`config.mk`:
```
export PLATFORM = sky130hd
export DESIGN_NAME = hsv2rgb_pipe
export DESIGN_NICKNAME = d
export VERILOG_FILES = /design/src/rtl/hsv2rgb_pipe.sv
export SDC_FILE = /design/constraint.sdc
export NUM_CORES = 1
export LEC_CHECK = 0
export ABC_AREA = 1
export CAP_MARGIN = 20
export CORE_MARGIN = 2
export CORE_UTILIZATION = 48
export DETAILED_ROUTE_END_ITERATION = 7
export PLACE_DENSITY = 0.71
export SETUP_SLACK_MARGIN = 0.4
export SKIP_CTS_REPAIR_TIMING = 1
export SLEW_MARGIN = 20
export SYNTH_ARGS = -nofsm -noshare
export SYNTH_HDL_FRONTEND = slang
export SYNTH_SLANG_ARGS = --single-unit
```
`constraint.sdc`:
```
create_clock -name clk -period 8.2 [get_ports clk]
set_input_delay 0.82 -clock clk [delete_from_list [all_inputs] [get_ports clk]]
set_output_delay 0.82 -clock clk [all_outputs]
set_load 0.01 [all_outputs]
```
`src/rtl/hsv2rgb_pipe.sv`:
```
// hsv2rgb_pipe: 3-stage HSV->RGB converter with valid/ready handshake, no divider.
// Optional start-of-frame sideband enabled by defining HSV2RGB_SOF_EN.
module hsv2rgb_pipe #(
    parameter int DW = 8
) (
    input  logic          clk,
    input  logic          rst,
    input  logic          in_valid,
    output logic          in_ready,
    input  logic [DW+2:0] in_h,
    input  logic [DW-1:0] in_s,
    input  logic [DW-1:0] in_v,
`ifdef HSV2RGB_SOF_EN
    input  logic          in_sof,
    output logic          out_sof,
`endif
    output logic          out_valid,
    input  logic          out_ready,
    output logic [DW-1:0] out_r,
    output logic [DW-1:0] out_g,
    output logic [DW-1:0] out_b
);

    localparam int W2 = 2*DW + 1;
    localparam logic [DW-1:0] M = '1;

    // floor(x / (2^DW-1)), exact for 0 <= x <= M*M
    function automatic logic [DW-1:0] div_m(input logic [W2-1:0] x);
        logic [W2-1:0] sum;
        sum = x + W2'(1) + (x >> DW);
        return sum[2*DW-1:DW];
    endfunction

    function automatic logic [W2-1:0] mul(input logic [DW-1:0] a, input logic [DW-1:0] b);
        return W2'(a) * W2'(b);
    endfunction

    logic en;

    logic          s1_valid_q, s1_valid_d;
    logic [2:0]    s1_sec_q,   s1_sec_d;
    logic [DW-1:0] s1_s_q,     s1_s_d;
    logic [DW-1:0] s1_v_q,     s1_v_d;
    logic [DW-1:0] s1_sf_q,    s1_sf_d;
    logic [DW-1:0] s1_sfn_q,   s1_sfn_d;

    logic          s2_valid_q, s2_valid_d;
    logic [2:0]    s2_sec_q,   s2_sec_d;
    logic [DW-1:0] s2_v_q,     s2_v_d;
    logic [DW-1:0] s2_p_q,     s2_p_d;
    logic [DW-1:0] s2_q_q,     s2_q_d;
    logic [DW-1:0] s2_t_q,     s2_t_d;

    logic          out_valid_q, out_valid_d;
    logic [DW-1:0] out_r_q,     out_r_d;
    logic [DW-1:0] out_g_q,     out_g_d;
    logic [DW-1:0] out_b_q,     out_b_d;

    logic [2:0]    sec_in;
    logic [DW-1:0] f_in;

    assign en       = ~out_valid_q | out_ready;
    assign in_ready = en;
    assign sec_in   = in_h[DW+2:DW];
    assign f_in     = in_h[DW-1:0];

    always_comb begin
        s1_valid_d = s1_valid_q;
        s1_sec_d   = s1_sec_q;
        s1_s_d     = s1_s_q;
        s1_v_d     = s1_v_q;
        s1_sf_d    = s1_sf_q;
        s1_sfn_d   = s1_sfn_q;
        if (en) begin
            s1_valid_d = in_valid;
            // sectors 6 and 7 alias onto 0 and 1
            case (sec_in)
                3'd6:    s1_sec_d = 3'd0;
                3'd7:    s1_sec_d = 3'd1;
                default: s1_sec_d = sec_in;
            endcase
            s1_s_d   = in_s;
            s1_v_d   = in_v;
            s1_sf_d  = div_m(mul(in_s, f_in));
            s1_sfn_d = div_m(mul(in_s, M - f_in));
        end
    end

    always_comb begin
        s2_valid_d = s2_valid_q;
        s2_sec_d   = s2_sec_q;
        s2_v_d     = s2_v_q;
        s2_p_d     = s2_p_q;
        s2_q_d     = s2_q_q;
        s2_t_d     = s2_t_q;
        if (en) begin
            s2_valid_d = s1_valid_q;
            s2_sec_d   = s1_sec_q;
            s2_v_d     = s1_v_q;
            s2_p_d     = div_m(mul(s1_v_q, M - s1_s_q));
            s2_q_d     = div_m(mul(s1_v_q, M - s1_sf_q));
            s2_t_d     = div_m(mul(s1_v_q, M - s1_sfn_q));
        end
    end

    always_comb begin
        out_valid_d = out_valid_q;
        out_r_d     = out_r_q;
        out_g_d     = out_g_q;
        out_b_d     = out_b_q;
        if (en) begin
            out_valid_d = s2_valid_q;
            case (s2_sec_q)
                3'd1: begin out_r_d = s2_q_q; out_g_d = s2_v_q; out_b_d = s2_p_q; end
                3'd2: begin out_r_d = s2_p_q; out_g_d = s2_v_q; out_b_d = s2_t_q; end
                3'd3: begin out_r_d = s2_p_q; out_g_d = s2_q_q; out_b_d = s2_v_q; end
                3'd4: begin out_r_d = s2_t_q; out_g_d = s2_p_q; out_b_d = s2_v_q; end
                3'd5: begin out_r_d = s2_v_q; out_g_d = s2_p_q; out_b_d = s2_q_q; end
                default: begin out_r_d = s2_v_q; out_g_d = s2_t_q; out_b_d = s2_p_q; end
            endcase
        end
    end

    always_ff @(posedge clk) begin
        if (rst) begin
            s1_valid_q  <= 1'b0;
            s1_sec_q    <= '0;
            s1_s_q      <= '0;
            s1_v_q      <= '0;
            s1_sf_q     <= '0;
            s1_sfn_q    <= '0;
            s2_valid_q  <= 1'b0;
            s2_sec_q    <= '0;
            s2_v_q      <= '0;
            s2_p_q      <= '0;
            s2_q_q      <= '0;
            s2_t_q      <= '0;
            out_valid_q <= 1'b0;
            out_r_q     <= '0;
            out_g_q     <= '0;
            out_b_q     <= '0;
        end else begin
            s1_valid_q  <= s1_valid_d;
            s1_sec_q    <= s1_sec_d;
            s1_s_q      <= s1_s_d;
            s1_v_q      <= s1_v_d;
            s1_sf_q     <= s1_sf_d;
            s1_sfn_q    <= s1_sfn_d;
            s2_valid_q  <= s2_valid_d;
            s2_sec_q    <= s2_sec_d;
            s2_v_q      <= s2_v_d;
            s2_p_q      <= s2_p_d;
            s2_q_q      <= s2_q_d;
            s2_t_q      <= s2_t_d;
            out_valid_q <= out_valid_d;
            out_r_q     <= out_r_d;
            out_g_q     <= out_g_d;
            out_b_q     <= out_b_d;
        end
    end

    assign out_valid = out_valid_q;
    assign out_r     = out_r_q;
    assign out_g     = out_g_q;
    assign out_b     = out_b_q;

`ifdef HSV2RGB_SOF_EN
    logic s1_sof_q, s1_sof_d;
    logic s2_sof_q, s2_sof_d;
    logic out_sof_q, out_sof_d;

    always_comb begin
        s1_sof_d  = s1_sof_q;
        s2_sof_d  = s2_sof_q;
        out_sof_d = out_sof_q;
        if (en) begin
            s1_sof_d  = in_sof & in_valid;
            s2_sof_d  = s1_sof_q;
            out_sof_d = s2_sof_q;
        end
    end

    always_ff @(posedge clk) begin
        if (rst) begin
            s1_sof_q  <= 1'b0;
            s2_sof_q  <= 1'b0;
            out_sof_q <= 1'b0;
        end else begin
            s1_sof_q  <= s1_sof_d;
            s2_sof_q  <= s2_sof_d;
            out_sof_q <= out_sof_d;
        end
    end

    assign out_sof = out_sof_q & out_valid_q;
`endif

endmodule

```
==> impl_results.md, run 1 <==
- Highest clock rate: 149 MHz
- Largest net degree at the start of global routing: between 100 and 150
- Fin. Hold Viols: 0
- DR iter-0 viols: 1223
- Yosys warns: 0
- Vias after detailed routing: 16800
- Total wire length: 47100 um
- Initial antenna violation count: 0
- Yosys reg bits: 97
- CP Max Fanout: 9
- Xor/xnor share of the synthesized area: 2.32%
- GP Congestion: 0.949
- Clock transition at the registers of the reported paths: 70 ps
- Post-route ant nets: 0
- Initial core utilization: 48.9%
- Top Ports: 57
- Core area: 36800 um^2
- Vert. Die Dim: 198 um
- Die area: about 39000 um^2
- Netlist cell types: 42
- Worst-Margin Slew: around 1100 ps
- CTS Sinks: 97
- # rows: 70
- Required time of the critical path: ~8500 ps
- Worst skew pair latency: 370 ps
- Startpoint Class: input pin
- Clock tree buffer depth: 2
- CP Capture Type: flip-flop
- GRT Total Usage: 25.2%
- PortBufs: 56
- Most frequent CP cell: nand2_1
- Yosys top cell by area: fa_1
- Pre-Repair DR Iteration Count: 5
- Fill cells: 3716
- Simple-Gate Fraction of Synth Area: 29.3%
- Synth-to-layout area growth: 6.35%
- Post-synthesis sequential area ratio: 10.8%
- Dpl hpwl: 37600 um
- CP max stage cell: clkdlybuf4s50_1
- Post-Synth Adder-Cell Area: a little over a third
- Pre-CTS setup slack: 1180 ps
- First-pass GRT wire length: 80600 um
- Netlist Area Pre-Place: 18000 um^2
- Mux share of post-synthesis cell area: 0%
- Top-area cell type share of the netlist area: 20.0%
- Synth top area cells: fa_1, ha_1, nand2_1
- CP max stage delay: 660 ps
- Skew final: 13.8 ps
- Slew Limit Fails: 0
- Finished Core Util: between 50% and 60%
- Post-Syn Nets: between 3000 and 4000
- RSZ-0062 raised after global routing: false
- Post-synth EDFFs: 0
- Final min period: 6700 ps
- Vias in the first global route: 16700
- Crit Path Class: input pin to flip-flop
- Inserted Diodes: 0
- # DRC: 0
- Arrival time at the worst endpoint: slightly below 7000 ps
- Fin crit share: between 80 and 90%
- Final worst setup slack: 1500 ps
- Setup TNS Final: 0 ps
- Die X: 198 um
- Outcome: completed
- Final net count: 3169
- Overflow after GRT: 0
- Main flop type after synthesis: dfxtp_1
- Max_slew headroom: 26.8%
- WL/cell: 14.6 um
- Clock Root Buffer: clkbuf_16
- Complex-gate fraction of the synthesized area: approximately 8%
- Mapped Cells: 2766
- Vias per inst: 5.22
- HP Class: flip-flop to flip-flop
- Share of flip-flops with an asynchronous set or reset: 0%
- Total CTS buffers: 9
- Setup violators final: 0
- Syn Area/Cell: 6.50 um^2
- Max_cap viols: 0
- Layout cells sized above 1: 2.58%
- CTS HTree Levels: 3
- Largest family of logic cells by synthesized area: adder cells
- CTS tree: built
[worst paths after layout]
kind,startpoint,to,slack (ps),cells after the start
max,in_s[4],s1_sfn_q[7]$_SDFFE_PP0P_,1500,32
min,s2_valid_q$_SDFFE_PP0P_,s2_valid_q$_SDFFE_PP0P_,460,2
max reg2reg,s1_v_q[6]$_SDFFE_PP0P_,s2_t_q[7]$_SDFFE_PP0P_,1980,26
min reg2reg,s2_valid_q$_SDFFE_PP0P_,s2_valid_q$_SDFFE_PP0P_,460,2
[cells by family (layout without fill, tap and decap cells)]
group	after synthesis	count (layout)
DFF	97	97
xor gates and xnor gates	40	40
buffers and inverters	710	695
adders and majority gates	392	392
AOI/OAI and AO/OA	258	258
and+or+nand+nor	1269	1269
[synthesized netlist by cell type, types with 4 or more instances]
| cell | count |
|---|---|
| a211oi_1 | 7 |
| a21oi_1 | 109 |
| a221oi_1 | 4 |
| a22oi_1 | 8 |
| a31oi_1 | 10 |
| buf_1 | 11 |
| clkbuf_1 | 79 |
| clkinv_1 | 4 |
| dfxtp_1 | 97 |
| fa_1 | 180 |
| ha_1 | 212 |
| inv_1 | 612 |
| nand2_1 | 628 |
| nand3_1 | 192 |
| nand3b_1 | 6 |
| nand4_1 | 53 |
| nor2_1 | 351 |
| nor3_1 | 6 |
| o211ai_1 | 7 |
| o21ai_0 | 93 |
| o21ai_2 | 8 |
| or2_2 | 16 |
| xnor2_1 | 14 |
| xor2_1 | 17 |
| xor2_2 | 8 |
[worst max-delay path: cells and delay by family]
family | cells | cell delay [ps]
fa+ha+maj | 6 | 2800
simple gates | 15 | 1580
buf+inv | 9 | 1360
xor+xnor | 1 | 210
compound gates | 1 | 160
[final cells by class]
class	count	area, um^2	share of cell area (%)
Timing Repair Buffer	61	602	3.15
Clock buffer	9	225	1.18
Sequential cell	97	1940	10.2
Inverter	618	2320	12.1
Multi-Input combinational cell	1959	13400	69.9
Tap cell	468	586	3.06
Clock inverter	7	72.6	0.379
[stage by stage]
step | cells | hold slack, ps | instance area, um^2
after floorplan | 2766 | 430 | 18000
after global placement | 3203 | 444 | 18800
after detailed placement | 3203 | 448 | 18800
after CTS | 3219 | 460 | 19100
after global routing | 3219 | 508 | 19100
final | 3219 | 461 | 19100
[registers in the layout, summed over array words and instances, names as in the netlist]
name and count:
s2_t_q 8, s1_s_q 8, out_valid 1, out_b 8, s1_sf_q 8, s2_sec_q 3
out_g 8, s2_q_q 8, s1_sec_q 3, s1_sfn_q 8, s1_v_q 8, s2_p_q 8
s2_v_q 8, s2_valid_q 1, out_r 8, s1_valid_q 1
[cells in the final DEF (no fill, tap or decap), types with 8 or more instances in the layout]
cell / count
nand4_1: 53
xor2_2: 8
inv_1: 610
o21ai_0: 93
nor2_1: 350
ha_1: 212
nand2_1: 628
nand3_1: 192
xnor2_1: 14
a21oi_1: 109
clkdlybuf4s50_1: 56
xor2_1: 17
a22oi_1: 8
dfxtp_1: 97
fa_1: 180
clkbuf_16: 9
a31oi_1: 10
o21ai_2: 8
or2_2: 16
[per-layer routing]
metal  track usage [%]  wire length [um]  vias to the layer above
li1                  -                 -                     8436
met3              2.68              2690                       79
met5                 0                 0                        -
met1              34.7             22000                     7841
met4              6.82              1130                        0
met2              42.2             21300                      448
Power of run 1 is left out: the tool's default activity adds up to more than one toggle a clock period on the data nets, which glitch-free logic cannot reach.
==> run 2, diff against run 1 <==
Settings changed: PLACE_DENSITY 0.71 to 0.73.
Clock period 8.2 ns to 5.5 ns, I/O delays scaled along.
==> run 2 against run 1 <==
  * Worst hold slack better by 2.8 ps
  * Critical path depth decreased by 2
  * Routed wire length is 15% higher
  * Via count rose by 9.7%
  * Sequential share of layout area decreased by 1.7 points
  * First-iteration DRC count up 4.3%
  * Clock skew up 6.8 ps
  * Setup slack got worse by 1400 ps
  * Register-to-register slack worse by 1900 ps
  * Count of clock-buffer cells in the layout unchanged
  * Highest routed layer unchanged
==> impl_results.md, run 2 (same netlist as run 1, synthesis figures left out) <==
- Total wire length: 54000 um (+15%)
- Vias after detailed routing: 18400 (+9.7%)
- Non-filler cells, final: 3511 (+9.1%)
- Worst skew pair latency: 370 ps (about the same)
- Max_slew headroom: 19.3% (-7.5 points)
- Vias per inst: 5.25 (+0.61%)
- Placed cells: 3430 (+7.1%)
- CP max stage delay: 520 ps (-140 ps)
- Finished Core Util: 63.1% (+11 points)
- Most frequent CP cell: nand2_1
- Vias in the first global route: 18100 (+8.2%)
- Clock transition at the registers of the reported paths: 90 ps (+20 ps)
- Clock Root Buffer: clkbuf_16
- Required time of the critical path: 5750 ps (-2720 ps)
- Pre-Repair DR Iteration Count: 5 (unchanged)
- First-pass GRT wire length: 84300 um (+4.6%)
- WL/cell: 15.4 um (+5.1%)
- Die X: 198 um (unchanged)
- Top Ports: 57 (unchanged)
- CTS HTree Levels: 3 (unchanged)
- Arrival time at the worst endpoint: 5650 ps (-1310 ps)
- DR iter-0 viols: 1275 (+4.3%)
- Dpl hpwl: 40800 um (+8.6%)
- CP Max Fanout: 7 (-2)
- Fill cells: 3195 (-14%)
- Slew Limit Fails: 0 (unchanged)
- Final net count: 3461 (+9.2%)
- # rows: 70 (unchanged)
- Commonest cells after routing, fill and taps aside: inv_1, nand2_1, nor2_1
- Synth-to-layout area growth: 29.0%
- HP Class: flip-flop to flip-flop
- Overflow after GRT: 0 (unchanged)
- Area post-placement: 20700 um^2 (+10%)
- Skew final: 20.6 ps (+6.85 ps)
- Vert. Die Dim: 198 um (unchanged)
- Largest net degree at the start of global routing: 112 (-8.9%)
- GRT Total Usage: 26.2% (+0.92 points)
- CTS Sinks: 97 (unchanged)
- Fin. Hold Viols: 0 (unchanged)
- Highest clock rate: 185 MHz
- Most common cell after layout, fill and taps aside: inv_1
- CTS tree: built
- Layout cells sized above 1: 24.3% (+22 points)
- RSZ-0062 raised after global routing: true
- Post-route ant nets: 0 (unchanged)
- Final instance area: 23200 um^2 (+21%)
- Total CTS buffers: 9 (unchanged)
- Max_cap viols: 0 (unchanged)
- Outcome: completed
- CP max stage cell: fa_1
- Final worst setup slack: 101 ps (-1400 ps)
- CP Capture Type: flip-flop
- Initial antenna violation count: 0 (unchanged)
- Worst-Margin Slew: 1200 ps (+104 ps)
- Clock tree buffer depth: 2 (unchanged)
- Initial core utilization: 48.9% (unchanged)
- Inserted Diodes: 0 (unchanged)
- Crit Path Class: flip-flop to flip-flop
- PortBufs: 56 (unchanged)
- # DRC: 0 (unchanged)
- Die area: 39000 um^2 (unchanged)
- Setup violators final: 0 (unchanged)
- Pre-CTS setup slack: -436 ps (-1620 ps)
- Core area: 36800 um^2 (unchanged)
- Final min period: around 5400 ps
- Fin crit share: 98.2%
- Startpoint Class: flip-flop
- GP Congestion: 0.948 (about the same)
[run 2: layout make-up]
type	instances	area, um^2	area share [%]
Clock buffer	9	225	0.971
Clock inverter	7	71.3	0.307
Inverter	618	2380	10.2
Multi-Input combinational cell	1959	15000	64.8
Sequential cell	97	1960	8.46
Tap cell	468	586	2.52
Timing Repair Buffer	353	2950	12.7
[run 2: critical path, delay by kind of cell (launching register included)]
kind | cells | cell delay [ps]
adder cells (fa/ha/maj) | 6 | 2460
AND/OR/NAND/NOR | 15 | 1590
buffers and inverters | 7 | 490
AO/OA/AOI/OAI | 2 | 400
flip-flops | 1 | 360
[run 2: worst paths after layout]
check | from | endpoint | slack (ps) | cells past startpoint
setup reg to reg | s1_v_q[3]$_SDFFE_PP0P_ | s2_q_q[1]$_SDFFE_PP0P_ | 100 | 30
hold reg to reg | s2_valid_q$_SDFFE_PP0P_ | s2_valid_q$_SDFFE_PP0P_ | 460 | 2
setup / recovery | s1_v_q[3]$_SDFFE_PP0P_ | s2_q_q[1]$_SDFFE_PP0P_ | 100 | 30
hold / removal | s2_valid_q$_SDFFE_PP0P_ | s2_valid_q$_SDFFE_PP0P_ | 460 | 2
[run 2: per-stage QoR]
stage / hold WS (ps) / setup TNS (ps)
3_3_place_gp: 447 / -4350
6_report: 463 / 0
4_1_cts: 463 / -716
3_5_place_dp: 450 / -6110
2_1_floorplan: 430 / 0
5_1_grt: 493 / -412
[run 2: metal layers]
layer,up-vias,track usage [%],routed length [um]
met4,0,6.29,1200
met1,8764,34.9,23300
met5,-,0,0
li1,9027,-,-
met3,105,3.33,3400
met2,544,45.1,26100
Power of run 2 is left out for the same reason.
==> run 3, diff against run 2 <==
Settings changed: SLEW_MARGIN 20 to unset.
==> results of run 3 <==
Same layout as run 2: the final DEF is identical, and so are final timing and power.
Power of run 3 is left out for the same reason.
